$ cat src/rtl/fetch_pkg.sv
// ---------------------------------------------------------------------------
// fetch_pkg
// Shared definitions for the instruction fetch stage: line/word geometry and
// the line-buffer entry layout used by inst_fetch_unit and fetch_line_fifo.
// No ports.
// ---------------------------------------------------------------------------
package fetch_pkg;

  localparam int LINE_BITS    = 128;
  localparam int WORD_BITS    = 32;
  localparam int LINE_WORDS   = 4;
  localparam int PC_OFFS_BITS = 4;
  localparam int LADDR_BITS   = 32 - PC_OFFS_BITS;

  // One buffered fetch line. start_word is the first word to hand to decode
  // (non-zero only for the first line after reset or a redirect).
  typedef struct packed {
    logic [LINE_BITS-1:0] line;
    logic [31:0]          base_pc;
    logic [1:0]           start_word;
  } line_entry_t;

  // Word k of a line sits at bits [32k+31:32k]; word 0 has the lowest PC.
  function automatic logic [WORD_BITS-1:0] line_word(
    input logic [LINE_BITS-1:0] line,
    input logic [1:0]           idx
  );
    logic [WORD_BITS-1:0] w;
    case (idx)
      2'd0:    w = line[31:0];
      2'd1:    w = line[63:32];
      2'd2:    w = line[95:64];
      default: w = line[127:96];
    endcase
    return w;
  endfunction

endpackage

$ cat src/rtl/fetch_line_fifo.sv
// ---------------------------------------------------------------------------
// fetch_line_fifo
// Two-entry line buffer. The head entry always lives in slot 0 so the reader
// never needs a read pointer. Push and pop in the same cycle are both done;
// flush empties the buffer and wins over push/pop.
// Ports:
//   clk, rst_n    clock, asynchronous active-low reset
//   flush_i       drop all entries
//   push_i        write push_data_i (ignored when full without a pop)
//   pop_i         remove the head entry (ignored when empty)
//   push_data_i   entry to write
//   head_o        current head entry (meaningful when !empty_o)
//   next_sw_o     start_word of the entry behind the head
//   empty_o       no entries
//   full_o        two entries
//   count_o       number of entries (0..2)
// ---------------------------------------------------------------------------
module fetch_line_fifo
  import fetch_pkg::*;
(
  input  logic        clk,
  input  logic        rst_n,
  input  logic        flush_i,
  input  logic        push_i,
  input  logic        pop_i,
  input  line_entry_t push_data_i,
  output line_entry_t head_o,
  output logic [1:0]  next_sw_o,
  output logic        empty_o,
  output logic        full_o,
  output logic [1:0]  count_o
);

  line_entry_t slot0_q, slot0_d;
  line_entry_t slot1_q, slot1_d;
  logic [1:0]  count_q, count_d;
  logic        push_eff;
  logic        pop_eff;

  assign empty_o   = (count_q == 2'd0);
  assign full_o    = (count_q == 2'd2);
  assign count_o   = count_q;
  assign head_o    = slot0_q;
  assign next_sw_o = slot1_q.start_word;

  assign pop_eff  = pop_i && !empty_o;
  assign push_eff = push_i && (!full_o || pop_eff);

  always_comb begin
    slot0_d = slot0_q;
    slot1_d = slot1_q;
    count_d = count_q;
    if (flush_i) begin
      count_d = 2'd0;
    end else begin
      case ({push_eff, pop_eff})
        2'b11: begin
          if (count_q == 2'd1) begin
            slot0_d = push_data_i;
          end else begin
            slot0_d = slot1_q;
            slot1_d = push_data_i;
          end
        end
        2'b01: begin
          slot0_d = slot1_q;
          count_d = count_q - 2'd1;
        end
        2'b10: begin
          if (count_q == 2'd0) slot0_d = push_data_i;
          else                 slot1_d = push_data_i;
          count_d = count_q + 2'd1;
        end
        default: ;
      endcase
    end
  end

  always_ff @(posedge clk or negedge rst_n) begin
    if (!rst_n) count_q <= 2'd0;
    else        count_q <= count_d;
  end

  // Payload is qualified by count_q, so it needs no reset.
  always_ff @(posedge clk) begin
    slot0_q <= slot0_d;
    slot1_q <= slot1_d;
  end

endmodule

$ cat src/rtl/inst_fetch_unit.sv
// ---------------------------------------------------------------------------
// inst_fetch_unit
// Fetch stage: issues line addresses to a registered-read instruction memory,
// buffers up to BUF_LINES returned lines and streams their words to decode
// over a valid/ready handshake. A redirect flushes everything in flight.
// Ports:
//   clk, rst_n      clock, asynchronous active-low reset
//   mem_addr        line address {4'b0, pc[31:4]} (registered)
//   mem_req         mem_addr is a real request this cycle
//   mem_line        128-bit line, valid the cycle after mem_addr is sampled
//   redirect_valid  restart fetch at redirect_pc, flushing in-flight work
//   redirect_pc     new byte PC (bits [1:0] ignored)
//   inst_valid      inst_word/inst_pc valid
//   inst_ready      decode accepts (transfer on valid & ready)
//   inst_word       instruction
//   inst_pc         byte PC of inst_word
// ---------------------------------------------------------------------------
module inst_fetch_unit
  import fetch_pkg::*;
#(
  parameter logic [31:0] RESET_PC  = 32'h0000_0000,
  parameter int          BUF_LINES = 2
) (
  input  logic                 clk,
  input  logic                 rst_n,
  output logic [31:0]          mem_addr,
  output logic                 mem_req,
  input  logic [LINE_BITS-1:0] mem_line,
  input  logic                 redirect_valid,
  input  logic [31:0]          redirect_pc,
  output logic                 inst_valid,
  input  logic                 inst_ready,
  output logic [31:0]          inst_word,
  output logic [31:0]          inst_pc
);

  // Request stage: address currently presented to memory and its tag.
  logic [LADDR_BITS-1:0] mem_addr_q, mem_addr_d;
  logic                  mem_req_q, mem_req_d;
  logic [1:0]            sw_q, sw_d;
  // Next line to issue and the start word it would carry.
  logic [LADDR_BITS-1:0] next_line_q, next_line_d;
  logic [1:0]            next_sw_q, next_sw_d;
  // Data-return stage: tag that travels with the line memory is returning.
  logic [LADDR_BITS-1:0] addr_d1_q, addr_d1_d;
  logic                  req_d1_q, req_d1_d;
  logic [1:0]            sw_d1_q, sw_d1_d;
  // Output side: word pointer into the head line, and the PC shown when idle.
  logic [1:0]            ptr_q, ptr_d;
  logic [31:0]           idle_pc_q, idle_pc_d;

  line_entry_t head_entry;
  line_entry_t push_entry;
  logic [1:0]  fifo_next_sw;
  logic        fifo_empty;
  logic        fifo_full;
  logic [1:0]  fifo_count;

  logic        issue;
  logic        xfer;
  logic        pop;
  logic        push;
  logic [31:0] head_pc;
  logic [31:0] head_word;
  logic        unused_bits;

  assign unused_bits = ^{redirect_pc[1:0], head_entry.start_word};

  // Lines still in flight are counted as occupied; a pop in this same cycle
  // is deliberately not credited.
  assign issue = !fifo_full &&
                 ((int'(fifo_count) + int'(mem_req_q) + int'(req_d1_q)) < BUF_LINES);
  assign xfer  = inst_valid && inst_ready;
  assign pop   = xfer && (ptr_q == 2'(LINE_WORDS - 1));
  assign push  = req_d1_q && !redirect_valid;

  assign push_entry.line       = mem_line;
  assign push_entry.base_pc    = {addr_d1_q, {PC_OFFS_BITS{1'b0}}};
  assign push_entry.start_word = sw_d1_q;

  fetch_line_fifo u_fifo (
    .clk         (clk),
    .rst_n       (rst_n),
    .flush_i     (redirect_valid),
    .push_i      (push),
    .pop_i       (pop),
    .push_data_i (push_entry),
    .head_o      (head_entry),
    .next_sw_o   (fifo_next_sw),
    .empty_o     (fifo_empty),
    .full_o      (fifo_full),
    .count_o     (fifo_count)
  );

  assign head_word = line_word(head_entry.line, ptr_q);
  assign head_pc   = head_entry.base_pc + {28'd0, ptr_q, 2'b00};

  assign inst_valid = !fifo_empty;
  assign inst_word  = fifo_empty ? 32'd0 : head_word;
  assign inst_pc    = fifo_empty ? idle_pc_q : head_pc;
  assign mem_addr   = {{PC_OFFS_BITS{1'b0}}, mem_addr_q};
  assign mem_req    = mem_req_q;

  always_comb begin
    mem_addr_d  = mem_addr_q;
    mem_req_d   = 1'b0;
    sw_d        = sw_q;
    next_line_d = next_line_q;
    next_sw_d   = next_sw_q;
    if (redirect_valid) begin
      mem_addr_d  = redirect_pc[31:PC_OFFS_BITS];
      mem_req_d   = 1'b1;
      sw_d        = redirect_pc[3:2];
      next_line_d = redirect_pc[31:PC_OFFS_BITS] + 28'd1;
      next_sw_d   = 2'd0;
    end else if (issue) begin
      mem_addr_d  = next_line_q;
      mem_req_d   = 1'b1;
      sw_d        = next_sw_q;
      next_line_d = next_line_q + 28'd1;
      next_sw_d   = 2'd0;
    end
  end

  // Clearing the return tag on redirect drops whatever line is on its way.
  always_comb begin
    addr_d1_d = mem_addr_q;
    sw_d1_d   = sw_q;
    req_d1_d  = mem_req_q && !redirect_valid;
  end

  always_comb begin
    ptr_d     = ptr_q;
    idle_pc_d = idle_pc_q;
    if (redirect_valid) begin
      ptr_d     = 2'd0;
      idle_pc_d = {redirect_pc[31:2], 2'b00};
    end else begin
      if (xfer) idle_pc_d = inst_pc + 32'd4;
      if (pop) begin
        // Next head is the second slot, or the line landing this very edge.
        if (fifo_count == 2'd2) ptr_d = fifo_next_sw;
        else if (push)          ptr_d = sw_d1_q;
        else                    ptr_d = 2'd0;
      end else if (xfer) begin
        ptr_d = ptr_q + 2'd1;
      end else if (fifo_empty && push) begin
        ptr_d = sw_d1_q;
      end
    end
  end

  always_ff @(posedge clk or negedge rst_n) begin
    if (!rst_n) begin
      mem_addr_q  <= RESET_PC[31:PC_OFFS_BITS];
      mem_req_q   <= 1'b0;
      sw_q        <= 2'd0;
      next_line_q <= RESET_PC[31:PC_OFFS_BITS];
      next_sw_q   <= RESET_PC[3:2];
      addr_d1_q   <= '0;
      req_d1_q    <= 1'b0;
      sw_d1_q     <= 2'd0;
      ptr_q       <= 2'd0;
      idle_pc_q   <= {RESET_PC[31:2], 2'b00};
    end else begin
      mem_addr_q  <= mem_addr_d;
      mem_req_q   <= mem_req_d;
      sw_q        <= sw_d;
      next_line_q <= next_line_d;
      next_sw_q   <= next_sw_d;
      addr_d1_q   <= addr_d1_d;
      req_d1_q    <= req_d1_d;
      sw_d1_q     <= sw_d1_d;
      ptr_q       <= ptr_d;
      idle_pc_q   <= idle_pc_d;
    end
  end

endmodule

$ cat config.mk
export PLATFORM = sky130hd
export DESIGN_NAME = inst_fetch_unit
export DESIGN_NICKNAME = d
export VERILOG_FILES = /design/src/rtl/fetch_pkg.sv /design/src/rtl/fetch_line_fifo.sv /design/src/rtl/inst_fetch_unit.sv
export SDC_FILE = /design/constraint.sdc
export NUM_CORES = 1
export LEC_CHECK = 0
export ABC_AREA = 1
export CAP_MARGIN = 20
export CELL_PAD_IN_SITES_DETAIL_PLACEMENT = 1
export CELL_PAD_IN_SITES_GLOBAL_PLACEMENT = 1
export CORE_ASPECT_RATIO = 1.5
export CORE_MARGIN = 3
export CORE_UTILIZATION = 40
export DETAILED_ROUTE_END_ITERATION = 8
export GPL_ROUTABILITY_DRIVEN = 0
export GPL_TIMING_DRIVEN = 0
export PLACE_DENSITY_LB_ADDON = 0.1
export SYNTH_ARGS = -nofsm -noshare
export SYNTH_HDL_FRONTEND = slang
export SYNTH_SLANG_ARGS = --single-unit
$ cat constraint.sdc
create_clock -name clk -period 13.6 [get_ports clk]
set_input_delay 1.36 -clock clk [delete_from_list [all_inputs] [get_ports clk]]
set_output_delay 1.36 -clock clk [all_outputs]
set_load 0.02 [all_outputs]
# --- After elaboration in Yosys (flattened, before gate mapping) ---
# Index checks and enable logic that the tools add are counted.
# W data, S select, Z words.
totals:
  regBits: 450
  input_bits: 164
classes:
  n_addsub: 9
  magnitude_cmp: 1
  eq_ne: 11
  muxes: 29
  n_bitwise: 1
  n_reduce_logical: 22
op_table:
  columns: ["cell", "count"]
  rows:
  - ["$mux W162", 4]
  - ["$pmux W162 S3", 1]
  - ["$pmux W162 S2", 1]
  - ["$mux W32", 4]
  - ["$mux W28", 4]
  - ["$pmux W32 S3", 1]
  - ["$add A28 B1 Y28 const B", 2]
  - ["$add A32 B3 Y32 const B", 1]
  - ["$add A32 B4 Y32", 1]
  - ["$mux W2", 11]
  - ["$eq A2 B2 Y1 const B", 5]
  - ["$logic_and A1 B1 Y1", 8]
  - ["$eq A2 B1 Y1 const B", 3]
  - ["$ne A2 B2 Y1 const B", 3]
  - ["$reduce_bool A2 Y1", 3]
  - ["$reduce_bool A3 Y1", 2]
  - ["$add A2 B1 Y2 const B", 2]
  - ["$add A3 B1 Y4", 1]
  - ["$logic_not A2 Y1", 2]
  - ["$lt A4 B2 Y1 const B", 1]
  - ["$pmux W2 S2", 1]
  - ["$reduce_and A4 Y1", 1]
  - ["$reduce_bool A4 Y1", 1]
  - ["$add A2 B1 Y3", 1]
  - ["other kinds (6)", 9]

# --- Depth between registers and ports, before layout ---
# Gate-level depths: netlist (run 1).
logic_depth:
  ltp_word: 10
  mapped_depth: 14
  ltp_nobuf: 14

# --- Hierarchy ---
# A second synthesis (run 1) with hierarchy kept.
hier_totals:
  hier_cells: 2218
  hier_area_um2: 21217.8
modules_own_cells:
  columns: ["module", "instances", "cells_per_inst", "area_per_inst_um2", "seq_area_each_um2"]
  rows:
  - ["fetch_line_fifo", 1, 900, 12293.0, 9779.4]
  - ["inst_fetch_unit", 1, 1318, 8924.8, 3103.0]

# --- Worst setup path after synthesis (run 1) ---
# OpenSTA, ideal clock, no wires.
synth_timing:
  path_type: "input -> register"
  startpoint: "input redirect_valid"
  endpoint: "register u_fifo.slot1_q (netlist bit u_fifo.next_sw_o[0]) (enable)"
  setup_ns: 0.729
  arrival_time_ns: 9.423
  setup_slack_ns: 3.448
  stages: 6
  n_path_buf: 1
  cell_sequence: "buf_6 -> inv_4 -> nand2_1 -> inv_1 -> o211ai_1 -> a21oi_1"
synth_via:
  elab_chain_len: 6
synth_lines:
  columns: ["item", "line", "source"]
  rows:
  - ["start, declared", "inst_fetch_unit.sv:29", "input logic redirect_valid,"]
  - ["$logic_not A1 Y1", "inst_fetch_unit.sv:75", "assign push = req_d1_q && !redirect_valid;"]
  - ["$logic_and A1 B1 Y1", "inst_fetch_unit.sv:75", null]
  - ["$logic_and A1 B1 Y1", "fetch_line_fifo.sv:47", "assign push_eff = push_i && (!full_o || pop_eff);"]
  - ["$eq A2 B2 Y1", "fetch_line_fifo.sv:56", "case ({push_eff, pop_eff})"]
  - ["$ne A2 B2 Y1 (no line) or $reduce_bool A2 Y1 (tied branches)", null, null]
  - ["$reduce_and A4 Y1 (no line) (*)", null, null]
  - ["end signal, assigned", "fetch_line_fifo.sv:87", "slot1_q <= slot1_d;"]
  - ["end, declared", "fetch_line_fifo.sv:35", "line_entry_t slot1_q, slot1_d;"]
# Mark *: on every way between the ends. The rest lies on a longest branch, timed or not.
# A chain may end at the register's enable or synchronous reset.

# --- Final worst setup path (run 1) ---
layout_timing:
  startpoint: "register u_fifo.count_q[0], in the netlist u_fifo.count_o[0]"
  endpoint: "output inst_word[4]"
layout_via:
  elab_chain_len: 2
layout_lines:
  columns: ["item", "line", "source"]
  rows:
  - ["start, declared", "fetch_line_fifo.sv:36", "logic [1:0] count_q, count_d;"]
  - ["start signal, assigned", "fetch_line_fifo.sv:81", "else count_q <= count_d;"]
  - ["$logic_not A2 Y1", "fetch_line_fifo.sv:40", "assign empty_o = (count_q == 2'd0);"]
  - ["$mux W32", "inst_fetch_unit.sv:99", "assign inst_word = fifo_empty ? 32'd0 : head_word;"]
  - ["end, declared", "inst_fetch_unit.sv:33", "output logic [31:0] inst_word,"]
# Every way passes these cells.

==> results, run 1 <==
- The average wire per standard cell is 23.5 um.
- In this run the power density over the cells is 179 nW/um2.
- The via count of the first global-routing pass is 14961.
- The layout cell share with drive strength beyond 1 is 12.3%.
- The hold-fix buffer count after cts is 0.
- The share of flip-flops with an asynchronous set or reset is 28.6%.
- After the last flow step, the layout net total stands at 2137.
- In this run the tool buffered the top-level ports with 254 buffer cells.
- No sink is reached through more buffers than the 3 on the longest clock path.
- The top cell type by area accounts for 48.1% of the synthesized area.
- The final count of pins violating max slew came to 0.
- The number of diodes is 0.
- Setup repair after global routing left no endpoint under its margin.
- The region available for standard cell placement spans 48100 um2.
- Max-cap violations in this run came to 0.
- Using the TritonRoute via totals, the vias-per-cell ratio works out to 5.20.
- The flow ran to the end, and the final reports show no timing, DRC or antenna violations.
- The worst-path maximum fanout is 10.
- Traced cell by cell, the critical path runs through inv_1, ha_1, inv_4, buf_2, clkbuf_1, o21ai_0, a31oi_1, clkdlybuf4s50_1.
- By area, the combinational part of the netlist is dominated by simple AND/OR/NAND/NOR gates.
- The biggest area contributor in the post-synthesis netlist is edfxtp_1.
- Leaving out fill and tap cells, the most frequent cell in the layout is nand2_1.
- Data arrives at the worst endpoint at 3.62 ns.
- The share of the Yosys chip area taken by registers is 64.2%.
- Counting the buffers created by CTS gives 45.
- The slowest stage cell on the critical path is clkdlybuf4s50_1.
- The worst IR drop on VDD is 0.108 mV.
- After Yosys synthesis, and, or, nand and nor cells account for 13.8% of the synthesized area.
- The number of warnings issued by yosys is 0.
- For this block, the via count after detailed routing is 13735.
- The fill cell instance count of the final layout is 5081.
- Measured against its own limit, the worst slew margin works out to 42.4%.
- The pre-antenna-repair detailed-routing pass consisted of 5 iterations.
- The first global-routing pass estimated 92.8 mm of wire.
- For the final database, setup skew stands at 0.0133 ns.
- In the global route stage, overall resource usage came out at 23.7%.
- Summing the areas of all compound-gate instances in the mapped netlist gives 6.48% of the synthesized area.
- The total count of hold-check failures in the final report came to 0.
- TritonCTS built the clock tree.
- The count of routing violations after the opening detailed-route iteration is 690.
- In the routed design, unresolved DRC markers number 0.
- The die is 187 um wide.
- The top cell types in the final layout, fill and taps aside, are nand2_1, edfxtp_1, clkdlybuf4s50_1, dfrtp_1, mux2_1.
- The multiplexer share of the synthesized area is 9.85%.
- The kind of cell with the highest combined delay on the critical path is buffers and inverters.
- The post-synthesis instance area is 19600 um2.
- The clock slew seen by the registers of the worst setup and hold paths is 0.06 ns.
- The clock root buffer is clkbuf_16.
- Hold timing on the final database bottoms out at a slack of 0.396 ns.
- The data required time of the critical path is 12.24 ns.
- The routed wire length is 62.0 mm.
- For this run, the slowest stage of the critical path takes 0.65 ns.
- The register bit total from synthesis is 440.
- The element type at the critical path start is a register.
- For this run, the leading register cell type out of synthesis is edfxtp_1.
- Summing internal, switching and leakage power gives 4.43 mW.
- In this run the worst hold path is classified as register to register.
- The area growth from synthesis to layout is 26.2%.
- The synthesized netlist cell count is 1644.
- The post-synthesis adder-cell area fraction is 0.766%.
- The transition time at the pin with the least slew margin is 0.863 ns.
- The leakage power is 9.38 nW.
- After Yosys synthesis, XOR and XNOR cells account for 0.537% of the synthesized area.
- The clock sink count is 440.
- The total buffers and inverters traversed by the critical path is 5.
- The chip height is 277 um.
- In this run the core area contains 98 standard-cell rows.
- The capturing element type of the critical path is a primary output.
- The total overflow reported by the global router is 0.
- The combined area of the multi-input logic cells is 6200 um2.
- The clock latency on the worst-skew pair is 0.55 ns.
- By area the synthesized netlist is led by edfxtp_1, dfrtp_1, nand2_1, mux2_1, mux2_4.
- The number of antenna-violating nets in the routed design is 0.
- The starting density of the core is 40.8%.
- The clock period could shrink to 4.98 ns.
- The pin count of the biggest net entering global routing is 88.
- The netlist uses 44 different library cells.
- The final worst-path cycle share is 36.6%.
- The number of enable flip-flop cells after synthesis is 314.
- Summed over all nets, the half-perimeter wirelength after detailed placement is 46.3 mm.
- The initial antenna violation count is 3.
- The H-tree was split into 2 levels.
- Post-CTS repair changed the size of 0 cells.
- 262 I/O pins were placed.
- In this run the mean area of a mapped cell was 11.9 um2.
- The sequential cell area is 12600 um2.
- Setup violations remaining at the end of the flow were counted as 0.
- The die covers 51700 um2.
- Post-CTS timing repair inserted 0 buffers for setup.
- Static timing analysis puts the maximum clock frequency at 201 MHz.
- By startpoint and endpoint, the worst setup path is classified as register to primary output.
[path summary, 6_finish.rpt]
kind	from	to	slack (ns)	cells past startpoint
worst max-delay path	u_fifo.count_o[0]$_DFFE_PN0P_	inst_word[4]	8.62	8
worst min-delay path	sw_d1_d[1]$_DFFE_PN0P_	sw_d1_q[1]$_DFF_PN0_	0.40	0
worst max register to register	u_fifo.count_o[0]$_DFFE_PN0P_	u_fifo.slot1_q[23]$_DFFE_PP_	10.26	9
worst min register to register	sw_d1_d[1]$_DFFE_PN0P_	sw_d1_q[1]$_DFF_PN0_	0.40	0
max in group asynchronous	rst_n	addr_d1_d[1]$_DFFE_PN0P_	12.03	2
min in group asynchronous	rst_n	next_line_q[21]$_DFFE_PN0P_	0.74	1
[power by group]
part	total [mW]	switching, mW	leakage (nW)	internal (mW)
sequential	1.79	0.101	4.40	1.69
combinational	1.41	0.846	4.28	0.561
clock	1.24	0.519	0.699	0.718
total	4.43	1.47	9.38	2.97
[sequential cells by signal, summed over array words and instances, names as in the netlist]
signal / flops
u_fifo.next_sw_o: 2
mem_req: 1
ptr_q: 2
next_line_q: 28
idle_pc_q: 32
u_fifo.head_o: 156
u_fifo.count_o: 2
req_d1_q: 1
sw_d1_q: 2
u_fifo.slot1_q: 156
addr_d1_d: 28
addr_d1_q: 28
sw_d1_d: 2
[cells by family after synthesis]
| kind of cell | after synthesis |
|---|---|
| adder cells (fa/ha/maj) | 12 |
| multiplexers | 156 |
| other | 1 |
| AO/OA/AOI/OAI | 224 |
| flip-flops | 440 |
| XOR/XNOR | 12 |
| buffers and inverters | 155 |
| AND/OR/NAND/NOR | 644 |
[stage by stage]
| step | TNS, ns | setup WS [ns] | utilization (%) | area [um2] | instances |
|---|---|---|---|---|---|
| final | 0 | 8.62 | 51.4 | 24700 | 2643 |
| after global placement | -307.85 | -1.97 | 47.8 | 23000 | 2551 |
| after CTS | 0 | 8.54 | 51.4 | 24700 | 2643 |
| after detailed placement | 0 | 9.18 | 48.4 | 23300 | 2564 |
| after global routing | 0 | 8.45 | 51.4 | 24700 | 2643 |
| after floorplan | 0 | 3.45 | - | 19600 | 1647 |
[Yosys cell counts, types with 5 or more instances]
cell type and count:
nand2_1 446, inv_2 7, buf_6 12, buf_4 8, nand2_2 18, o21bai_1 7, mux2_1 94, nor2_2 12
nand3_1 50, dfrtp_1 126, o211ai_1 9, nor2_1 91, ha_1 12, mux2_4 46, buf_2 9, o21ai_0 77
o21ai_2 8, a21oi_1 61, nand2_4 7, mux2_2 16, clkbuf_1 31, a31oi_1 41, edfxtp_1 314, buf_8 11
o21ai_1 15, nor2_4 9, inv_1 74, xnor2_1 7, xor2_1 5
[routing by layer]
layer | up-vias | wire, um | track usage [%]
li1 | 6326 | - | -
met1 | 6911 | 23600 | 26.8
met2 | 369 | 32700 | 43.9
met3 | 125 | 2350 | 3.09
met4 | 4 | 3270 | 11.3
met5 | - | 31 | 0
[layout make-up]
type | count | share of cell area [%]
buffer | 71 | 2.11
clock buffer | 57 | 4.87
clock inverter | 22 | 0.957
inverter | 84 | 1.30
multi-input combinational | 1052 | 25.1
sequential | 440 | 50.9
tap | 650 | 3.29
timing repair buffer | 267 | 11.5
Power figures use the tool's default switching activity.
==> inputs of run 2 (changes only) <==
clock period = 4.6 ns   (was 13.6 ns; I/O delays follow)
==> results, run 2 (synthesized netlist as in run 1, its figures left out) <==
- The post-route minimum period is 3.94 ns.
- In the final routed layout, each cell accounts on average for 23.3 um.
- The total number of vias is 13653.
- Of all nets on the critical path, the largest fanout is 10.
- Counting cells, the worst reg-to-reg path comes to 10.
- The tree built by TritonCTS fans out to 440 sinks.
- The fill cell instance count of the final layout is 5072.
- The transition time at the pin with the least slew margin is 0.884 ns.
- The signal on the critical path passes through inv_1, ha_1, inv_4, buf_2, clkbuf_1, o21ai_0, a31oi_1, clkdlybuf4s50_1.
- The element type at the critical path start is a register.
- Sequential cells account for 40.1% of the total power.
- After clock tree synthesis, the clock-pin slew on the worst setup and hold paths is 0.06 ns.
- For the worst setup path, the data required time is 4.14 ns.
- The flow ran to the end, and the final reports show no timing, DRC or antenna violations.
- The count of nets left with antenna violations once routing finished came out at 0.
- The worst path uses 85.7% of the clock period.
- The first routing iteration left 689 violations.
- The detailed-routing iteration count for the pre-antenna-repair pass is 5.
- At the placement stage, the worst setup path has a slack of 1.07 ns.
- After floorplanning, the core was sized to cover 48100 um2.
- The power density of the placed cells is 532 nW/um2.
- The number of buffers added for setup after CTS is 0.
- Once the floorplan was initialized, standard cells occupied 40.8% of the core.
- The path with the worst hold slack has its endpoint at idle_pc_q[7]$_DFFE_PN0P_.
- Cells with a size suffix above 1 make up 12.8% of the layout.
- The pin count of the biggest net entering global routing is 82.
- Measured against its own limit, the worst slew margin works out to 41.0%.
- The maximum buffer depth of the clock tree is 3.
- Timing would allow up to 254 MHz.
- The clock tree skew after final layout is 0.0110 ns.
- Including well taps, the total number of placed cells is 2564.
- The final count of pins violating max slew was 0.
- The via count of the first global-routing pass is 14632.
- The slowest stage cell on the critical path is clkdlybuf4s50_1.
- The critical path in this run is classified as register to primary output.
- The total overflow reported by the global router is 0.
- STA classifies the critical path endpoint as a primary output.
- The filler-free cell count of the finished design is 2648.
- Across every metal layer, demand over resource in global routing totals 23.5%.
- The via density per instance is 5.16.
- The terminus of the critical flop-to-flop path is u_fifo.slot1_q[89]$_DFFE_PP_.
- The overall die width is 187 um.
- The number of max-capacitance violations reported is 0.
- Net switching is 33.2% of the power.
- For this block, the routed nets add up to 61.7 mm of wire.
- During I/O placement, the number of pins put on the boundary was 262.
- The worst endpoint data arrival time is 3.48 ns.
- The post-route worst setup slack is 0.657 ns.
- The setup TNS is 0 ns.
- The clock network accounts for 28.6% of the total power.
- Across the VDD grid, the largest voltage drop is 0.319 mV.
- Setup repair after global routing left no endpoint under its margin.
- The highest cell delay on the worst timing path is 0.70 ns.
- The total internal power is 8.82 mW.
- The total count of hold-check failures in the final report was 0.
- The initial antenna violation count is 2.
- Leaving out fill and tap cells, the most frequent cell in the layout is nand2_1.
- The clock root buffer is clkbuf_16.
- The total number of nets in the final design is 2137.
- Across all hold checks on the routed design, the worst slack comes to 0.337 ns.
- For the worst-skew pair, the clock arrives at the later sink with an insertion delay of 0.56 ns.
- The number of levels in the clock H-tree is 2.
- The chip height is 277 um.
- The first-pass GRT wire length is 92.3 mm.
- In the routed design, unresolved DRC markers number 0.
- The number of cells on the worst hold path is 3.
- The floorplan step defined a die boundary enclosing 51700 um2.
- TritonCTS built the clock tree.
- The CTS buffer count is 44.
- The count of buffers from port buffering is 254.
- The area growth from synthesis to layout is 26.6%.
- The analysis attributes to net switching a power of 4.38 mW.
- In the layout the commonest cells are nand2_1, edfxtp_1, clkdlybuf4s50_1, dfrtp_1, mux2_1.
- The hold-fix buffer count after cts is 1.
- The start of the worst register-to-register path is u_fifo.count_o[0]$_DFFE_PN0P_.
- The floorplan has 98 rows.
- Setup slack on the worst reg-to-reg path comes out at 1.13 ns.
- The analysis attributes to cell leakage a power of 9.40 nW.
- The post-CTS resize count is 0.
- The worst hold path class is primary input to register.
- The combinational share of power is 31.3%.
- The HPWL after detailed placement is 46.2 mm.
- The startpoint of the most critical hold path is redirect_valid.
- The final-report setup violation count is 0.
-- run 2: stage by stage --
step / util, % / power (mW) / area [um2]
final: 51.6 / 13.2 / 24800
after global routing: 51.6 / 13.8 / 24800
after CTS: 51.6 / 13.4 / 24800
after detailed placement: 48.4 / 9.55 / 23300
after global placement: 47.8 / 9.43 / 23000
after floorplan: - / 7.69 / 19600
-- run 2: worst max-delay path by stage --
stage	slack, ns	from	depth (start not counted)	endpoint
after CTS	0.53	u_fifo.count_o[0]$_DFFE_PN0P_	8	inst_word[2]
final	0.66	u_fifo.count_o[0]$_DFFE_PN0P_	8	inst_word[10]
after global placement	-2.44	rst_n	1	addr_d1_q[2]$_DFF_PN0_
after global routing	0.45	u_fifo.count_o[0]$_DFFE_PN0P_	8	inst_word[20]
after detailed placement	1.07	u_fifo.count_o[0]$_DFFE_PN0P_	10	u_fifo.slot1_q[122]$_DFFE_PP_
after floorplan	0.32	u_fifo.count_o[0]$_DFFE_PN0P_	8	u_fifo.next_sw_o[0]$_DFFE_PP_
-- run 2: layout make-up --
type / instances / area (um2) / share of cell area [%]
well taps: 650 / 813 / 3.28
repair buffers: 268 / 2850 / 11.5
flip-flops and latches: 440 / 12600 / 50.7
inverters: 84 / 320 / 1.29
multi-input cells: 1052 / 6200 / 25.0
plain buffers: 71 / 522 / 2.10
clock buffers: 49 / 1160 / 4.69
diodes: 2 / 5.00 / 0.0202
clock inverters: 32 / 340 / 1.37
-- run 2: worst max-delay path: cells and delay by family, from the launching register on --
family,cells,cell delay (ns)
AOI/OAI and AO/OA,2,0.41
adders and majority gates,1,0.35
buffers and inverters,5,1.78
DFF,1,0.38
-- run 2: per-layer routing --
layer / vias up / wire length, um / global-route usage, %
met5: - / 0 / 0
met4: 0 / 3200 / 11.2
met3: 113 / 2380 / 2.76
met2: 354 / 32700 / 43.7
met1: 6870 / 23400 / 26.8
li1: 6316 / - / -
-- run 2: power by group through the flow --
stage               sequential, mW  clock, mW  combinational [mW]
finish                        5.29       3.77                4.14
global route                  5.35       4.02                4.47
CTS                           5.30       3.86                4.21
detailed placement            5.37          0                4.18
global placement              5.38          0                4.05
floorplan                     5.40          0                2.29
